$ cat src/rtl/riscv_pipe_pkg.sv
// Shared definitions for the pipeline stage registers.
// Holds the handshake FSM state encoding and the channel slice helper.
`ifndef XLEN
`define XLEN 32
`endif

`ifndef RISCV_CH
`define RISCV_CH(k, dw) ((k)*(dw)) +: (dw)
`endif

package riscv_pipe_pkg;

  typedef logic [1:0] pipe_state_t;

  localparam pipe_state_t EMPTY = 2'b00;
  localparam pipe_state_t BUSY  = 2'b01;
  localparam pipe_state_t FULL  = 2'b10;

endpackage

$ cat src/rtl/riscv_pipe_data_slot.sv
// Wide data register with async reset, sync init and load enable.
// Init wins over load so a flush can scrub the slot in one cycle.
module riscv_pipe_data_slot #(
  parameter int            W    = 32,
  parameter logic [W-1:0]  INIT = '0
) (
  input  logic         i_clk,
  input  logic         i_rstn,
  input  logic         i_load,
  input  logic         i_init,
  input  logic [W-1:0] i_data,
  output logic [W-1:0] o_data
);

  always_ff @(posedge i_clk or negedge i_rstn) begin
    if (!i_rstn) begin
      o_data <= INIT;
    end else if (i_init) begin
      o_data <= INIT;
    end else if (i_load) begin
      o_data <= i_data;
    end
  end

endmodule

$ cat src/rtl/riscv_pipeline_stage_reg.sv
// Valid/ready pipeline stage register with a skid slot and sync flush.
// o_ready is decoded from the state register only, never from i_ready.
`ifndef XLEN
`define XLEN 32
`endif

module riscv_pipeline_stage_reg
  import riscv_pipe_pkg::*;
#(
  parameter int            NCH           = 20,
  parameter int            DW            = `XLEN,
  parameter logic [DW-1:0] REGISTER_INIT = '0,
  parameter bit            CLR_DATA      = 1'b0
) (
  input  logic              i_clk,
  input  logic              i_rstn,
  input  logic              i_clr,
  input  logic              i_valid,
  output logic              o_ready,
  input  logic [NCH*DW-1:0] i_data,
  output logic              o_valid,
  input  logic              i_ready,
  output logic [NCH*DW-1:0] o_data
);

  localparam int           W      = NCH * DW;
  localparam logic [W-1:0] INIT_W = {NCH{REGISTER_INIT}};

  pipe_state_t  state;
  pipe_state_t  state_nxt;
  logic         in_fire;
  logic         out_fire;
  logic         main_load;
  logic         skid_load;
  logic         slot_init;
  logic [W-1:0] main_d;
  logic [W-1:0] skid_q;

  assign in_fire   = i_valid & o_ready;
  assign out_fire  = o_valid & i_ready;
  assign slot_init = i_clr & CLR_DATA;

  always_ff @(posedge i_clk or negedge i_rstn) begin
    if (!i_rstn) begin
      state <= EMPTY;
    end else begin
      state <= state_nxt;
    end
  end

  always_comb begin
    state_nxt = state;
    if (i_clr) begin
      state_nxt = EMPTY;
    end else begin
      unique case (state)
        EMPTY: begin
          if (in_fire) state_nxt = BUSY;
        end
        BUSY: begin
          if (in_fire && !out_fire) begin
            state_nxt = FULL;
          end else if (!in_fire && out_fire) begin
            state_nxt = EMPTY;
          end
        end
        FULL: begin
          if (out_fire) state_nxt = BUSY;
        end
        default: state_nxt = EMPTY;
      endcase
    end
  end

  always_comb begin
    o_valid   = (state != EMPTY);
    o_ready   = (state != FULL);
    main_load = 1'b0;
    skid_load = 1'b0;
    if (!i_clr) begin
      unique case (1'b1)
        (state == EMPTY): main_load = in_fire;
        (state == BUSY): begin
          main_load = in_fire & out_fire;
          skid_load = in_fire & ~out_fire;
        end
        (state == FULL): main_load = out_fire;
        default: ;
      endcase
    end
  end

  // Draining FULL promotes the skid entry; otherwise main takes upstream.
  assign main_d = (state == FULL) ? skid_q : i_data;

  riscv_pipe_data_slot #(
    .W    (W),
    .INIT (INIT_W)
  ) u_main (
    .i_clk  (i_clk),
    .i_rstn (i_rstn),
    .i_load (main_load),
    .i_init (slot_init),
    .i_data (main_d),
    .o_data (o_data)
  );

  riscv_pipe_data_slot #(
    .W    (W),
    .INIT (INIT_W)
  ) u_skid (
    .i_clk  (i_clk),
    .i_rstn (i_rstn),
    .i_load (skid_load),
    .i_init (slot_init),
    .i_data (i_data),
    .o_data (skid_q)
  );

endmodule

$ cat config.mk
export PLATFORM = sky130hd
export DESIGN_NAME = riscv_pipeline_stage_reg
export DESIGN_NICKNAME = d
export VERILOG_FILES = /design/src/rtl/riscv_pipe_pkg.sv /design/src/rtl/riscv_pipe_data_slot.sv /design/src/rtl/riscv_pipeline_stage_reg.sv
export SDC_FILE = /design/constraint.sdc
export NUM_CORES = 2
export LEC_CHECK = 0
export CAP_MARGIN = 30
export CORE_AREA = 2 2 504 506
export DETAILED_ROUTE_END_ITERATION = 8
export DIE_AREA = 0 0 506 508
export DONT_BUFFER_PORTS = 1
export SLEW_MARGIN = 20
export SYNTH_ARGS = -nofsm -noshare
export SYNTH_HDL_FRONTEND = slang
export SYNTH_SLANG_ARGS = --single-unit
$ cat constraint.sdc
create_clock -name i_clk -period 2.29 [get_ports i_clk]
set_input_delay 0.1145 -clock i_clk [delete_from_list [all_inputs] [get_ports i_clk]]
set_output_delay 0.1145 -clock i_clk [all_outputs]
set_load 0.1 [all_outputs]
# After elaboration in Yosys (flattened, before gate mapping)
# Index checks and enable logic that the tools add are counted.
# op_classes
n_eq_ne	6
mux	11
n_reduce_logical	7
bitwise_logic	5
# ops
cell	n
640-bit 2-to-1 mux	1
2-bit 2-to-1 mux	5
3-bit != test (second input constant)	2
2-bit case mux with 3 select lines	1
1-bit AND	4
4-bit != test (second input constant)	1
1-bit 2-to-1 mux	3
1-bit case mux with 3 select lines	1
3-bit AND reduction	1
2-bit by 1-bit == test with 1-bit output (second input constant)	1
2-bit == test (second input constant)	1
1-bit logical AND	2
1-bit logical NOT	2
2-bit logical NOT	1
2-bit != test (second input constant)	1
2-bit nonzero test	1
1-bit inverter	1
# word_totals
word_cells	32
input_bits	645
regBits	1282

# Depth between registers and ports, before layout
# logic_depth
word_depth	8
ltp_mapped	6
depth_no_buf	3

# Modules after synthesis
# A second synthesis with hierarchy kept.
# hier_totals
hier_cells	4850
hier_area_um2	62381.1
# by_module_without_submodules
module	cells_each	area_per_inst_um2	instances
riscv_pipe_data_slot	2062	26472.9	2
riscv_pipeline_stage_reg	726	9435.3	1

# Worst setup path before layout
# OpenSTA, ideal clock, no wires.
# synth_timing
kind	reg2reg
startpoint	register state[0]
endpoint	register u_main.o_data[631]
arrival_ps	2449
setup_ps	125
n_path_buf	2
stages_incl_launch_ff	6
setup_slack_ps	-284
t_required_ps	2165
cell_sequence	dfrtp_1 -> nand2b_1 -> buf_2 -> buf_1 -> mux2_2 -> mux2_2
# synth_via
elab_chain_cells	5
# synth_rtl
item	line_no	source
start: declaration	riscv_pipeline_stage_reg.sv:29	pipe_state_t state;
start signal: assignment	riscv_pipeline_stage_reg.sv:47	state <= state_nxt;
2-bit != test (*)	riscv_pipeline_stage_reg.sv:77	o_ready = (state != FULL);
net o_ready	riscv_pipeline_stage_reg.sv:19	output logic o_ready,
1-bit AND (*)	riscv_pipeline_stage_reg.sv:39	assign in_fire = i_valid & o_ready;
1-bit AND	riscv_pipeline_stage_reg.sv:84	main_load = in_fire & out_fire;
1-bit case mux with 3 select lines (*)	riscv_pipeline_stage_reg.sv:81	unique case (1'b1)
1-bit 2-to-1 mux (*)	riscv_pipeline_stage_reg.sv:80	if (!i_clr) begin
end signal: assignment	riscv_pipe_data_slot.sv:21	o_data <= i_data;
end: declaration	riscv_pipe_data_slot.sv:12	output logic [W-1:0] o_data
# Mark *: on every way through the listed nets, which the timed path passes. The rest lies on a longest branch.
# A chain may end at the register's enable or synchronous reset.

# Worst setup path in the final report
# layout_timing
startpoint	register state[1]
endpoint	register u_skid.o_data[358]
# layout_via
elab_chain_cells	6
# layout_rtl
item	line_no	source
2-bit nonzero test	riscv_pipeline_stage_reg.sv:76	o_valid = (state != EMPTY);
1-bit AND	riscv_pipeline_stage_reg.sv:40	assign out_fire = o_valid & i_ready;
1-bit inverter	riscv_pipeline_stage_reg.sv:85	skid_load = in_fire & ~out_fire;
1-bit AND	riscv_pipeline_stage_reg.sv:85	
1-bit 2-to-1 mux (*)	riscv_pipeline_stage_reg.sv:81	
1-bit 2-to-1 mux (*)	riscv_pipeline_stage_reg.sv:80	
end signal: assignment	riscv_pipe_data_slot.sv:21	
end: declaration	riscv_pipe_data_slot.sv:12	
# Every way passes the cells marked *; elsewhere a longest branch is shown, timed or not.

==> run_results.csv <==
group,metric,value,unit
status,outcome,"complete, but fails checks",
status,violations,"negative hold slack",
cts,numCtsBuffers,151,
pwr,power_frac_seq,0.414,
floorplanning,coreArea,252300,sq um
grt,grt-busiest-layer,"met2",
drt,num_vias,36182,
drt,wl_per_cell,23.19,microns
sta,slew_headroom,0.3385,
job,maxCapViolations,0,
min_path,min_path_type,"input pin to async pin",
grt,grt_pass1_vias,39680,
yosys,yosys_warnings,0,
yosys,synthDistinctLibCells,24,
cts,clock_sinks,1282,
setup_path,cp_num_buf_inv,4,
cts,cts_max_level,4,
grt,grt_util_met1,0.1657,
sta,min_period,2276,ps
setup_path,critPathSlowestCell,"dfrtp_2",
drt,first_pass_iters,4,
floorplanning,die_x,506,microns
setup_path,startpoint_type,"flop",
grt,track_usage,0.1499,
cts,cts-root-buf,"clkbuf_16",
cells_and_area,utilization,0.3252,
pwr,p_sw,38.33,mW
setup_path,worstSetupPathType,"flop to flop",
grt,antenna_found_initial,80,
sta,max_clock_freq,0.4393,GHz
setup_path,end_kind,"flop",
grt,grt_overflow,0,
cts,cts_buffer_depth,3,
pwr,combPwrFrac,0.312,
setup_path,crit_arrival,2930,ps
pwr,worst_ir_drop_vdd,0.0009523,V
cells_and_area,seq_area,32080,sq um
cells_and_area,layout_common_cells,"dfrtp_1, mux2_2, dlygate4sd3_1",
sta,maxSlewViolCount,0,
drt,drc,0,
floorplanning,initial_utilization,0.2298,
pwr,switching_share,0.4209,
setup_path,crit_path_max_incr_delay,450,ps
setup_path,crit_cells,7,
setup_path,crit_chain,"nand3b_1 > or3_4 > buf_12 > buf_12 > buf_12 > clkbuf_16 > mux2_4",
cells_and_area,area_growth,41.52,%
grt,grt_max_degree,226,
setup_path,rr_worst_depth,7,
cts,clkSlewWorstSetupHoldPaths,60,ps
cts,cts_tree,"built",
grt,use_met3,0.06707,
cells_and_area,multi_input_area,23990,sq um
cells_and_area,fin_nets,5719,
place,numPortBuffers,0,
sta,fin_skew,36.22,ps
sta,worstMarginPinSlew,992.3,ps
yosys,syn_nets,4073,
yosys,syn_inst,3428,
cells_and_area,layout-drive-gt1-share,0.5045,
cells_and_area,fillers,24018,
floorplanning,rows,185,
floorplanning,ios,1287,
sta,whs,-1000,ps
cells_and_area,final_common_cell,"dfrtp_1",
setup_path,worstPathRequired,2950,ps
floorplanning,die_area,257000,sq um
pwr,p_per_area,1110,nW/um^2
sta,fin_crit_sh,0.9940,
place,finalWeightedCongestion,0.8678,
drt,drt.antenna.violating_nets,0,
pwr,clockPowerShare,0.274,
sta,setup_violations,0,
yosys,yosysSeqAreaShare,0.5533,
setup_path,crit_top_cell,"buf_12",
pwr,p_int,52.75,mW
drt,drtIter0Drc,1699,
place,dp.cells,7156,
drt,routed_wl,199.6,mm
yosys,syn-cell-area,57980,sq um
sta,rsz0062_at_grt,"true",
pwr,leakagePower,36.95,nW
yosys,syn_area_per_cell,16.91,sq um
setup_path,critPathMaxFanout,15,
yosys,ys_ff_latch,1282,
cells_and_area,final_cells,8608,
grt,grt_pass1_wl,286.4,mm
sta,hold_viol_final,483,
floorplanning,fp.dieH,508,microns
cts,clk_latency,810,ps
place,hpwl,142.3,mm
setup_path,critPathTopFamily,"buffers and inverters",
grt,met2_usage,0.2466,
drt,viasPerCell,4.203,
pwr,total_power,91.08,mW
[power by group through the flow]
stage | logic, mW | registers, mW | clock network (mW)
global route | 29.6 | 38.3 | 26.7
detailed placement | 26.6 | 37.8 | 0
global placement | 26.3 | 37.6 | 0
CTS | 28.6 | 37.5 | 25.7
floorplan | 8.41 | 48.9 | 0
finish | 28.4 | 37.7 | 24.9
[worst paths after layout]
path	end	slack, ps	startpoint
max	u_skid.o_data[358]	10	state[1]
max reg2reg	u_skid.o_data[358]	10	state[1]
min reg2reg	u_main.o_data[147]	490	u_main.o_data[147]
max in group asynchronous	u_skid.o_data[447]	250	i_rstn
min in group i_clk	u_skid.o_data[529]	50	i_data[529]
min	u_main.o_data[557]	-1000	i_rstn
[repair_timing]
item	CTS	global route
gates cloned	0	2
pin swaps	0	1
setup endpoints to repair	1	312
hold endpoints to repair	1754	520
hold buffers	1118	3
gates resized for setup	3	3
buffers inserted	1	3
[registers in the layout, indices dropped and copies added (netlist names)]
register / cells
u_main.o_data: 640
state: 2
u_skid.o_data: 640
[area by class of cell]
cell class,instances,area share
Timing Repair Buffer,1706,0.2017
Multi-Input combinational cell,1933,0.2924
Sequential cell,1282,0.3910
Tap cell,3366,0.05133
Clock buffer,218,0.05243
Antenna cell,45,0.001372
Clock inverter,58,0.009760
[kinds of logic (layout without fill, tap and decap cells)]
group                  Yosys count  after routing  share of synthesized area
other                            0             45                          0
muxes                         1921           1921                     0.4119
AOI/OAI and AO/OA                4              4                  0.0005180
and+or+nand+nor                  8              8                  0.0009281
buffers and inverters          213           1982                    0.03330
DFF                           1282           1282                     0.5533
[stage by stage]
| step | setup WS, ps | instance area (sq um) | TNS (ps) |
|---|---|---|---|
| floorplan | 160.9 | 57990 | 0 |
| global placement | -581.6 | 65340 | -210730 |
| detailed placement | -661.9 | 65340 | -261570 |
| CTS | 0.8131 | 81640 | 0 |
| global route | -19.88 | 82010 | -472.9 |
| finish | 13.77 | 82050 | 0 |
[cell usage after synthesis]
cell type / count / area [sq um]
nand2b_1: 1 / 6.260
mux2_4: 600 / 9009
nor2_1: 1 / 3.750
or2_2: 1 / 6.260
mux2_1: 128 / 1441
buf_6: 5 / 56.30
or3b_2: 1 / 8.760
buf_8: 61 / 915.9
clkbuf_1: 2 / 7.510
o21ba_2: 1 / 10.01
buf_4: 63 / 473.0
o31ai_1: 1 / 7.510
a21oi_1: 1 / 5.000
dfrtp_1: 1282 / 32080
nand4bb_1: 1 / 11.26
a211oi_1: 1 / 7.510
buf_12: 5 / 100.1
buf_1: 6 / 22.52
mux2i_1: 1 / 10.01
buf_2: 71 / 355.3
nand3b_1: 1 / 7.510
mux2_2: 1192 / 13420
or3_1: 1 / 6.260
nand2_1: 1 / 3.750
[layer usage]
| layer | share of wire | vias to the layer above |
|---|---|---|
| li1 | - | 15704 |
| met1 | 0.38 | 18700 |
| met2 | 0.47 | 1331 |
| met3 | 0.099 | 413 |
| met4 | 0.047 | 34 |
| met5 | 0.0011 | - |
No activity file was read; power rests on OpenSTA's default activity.
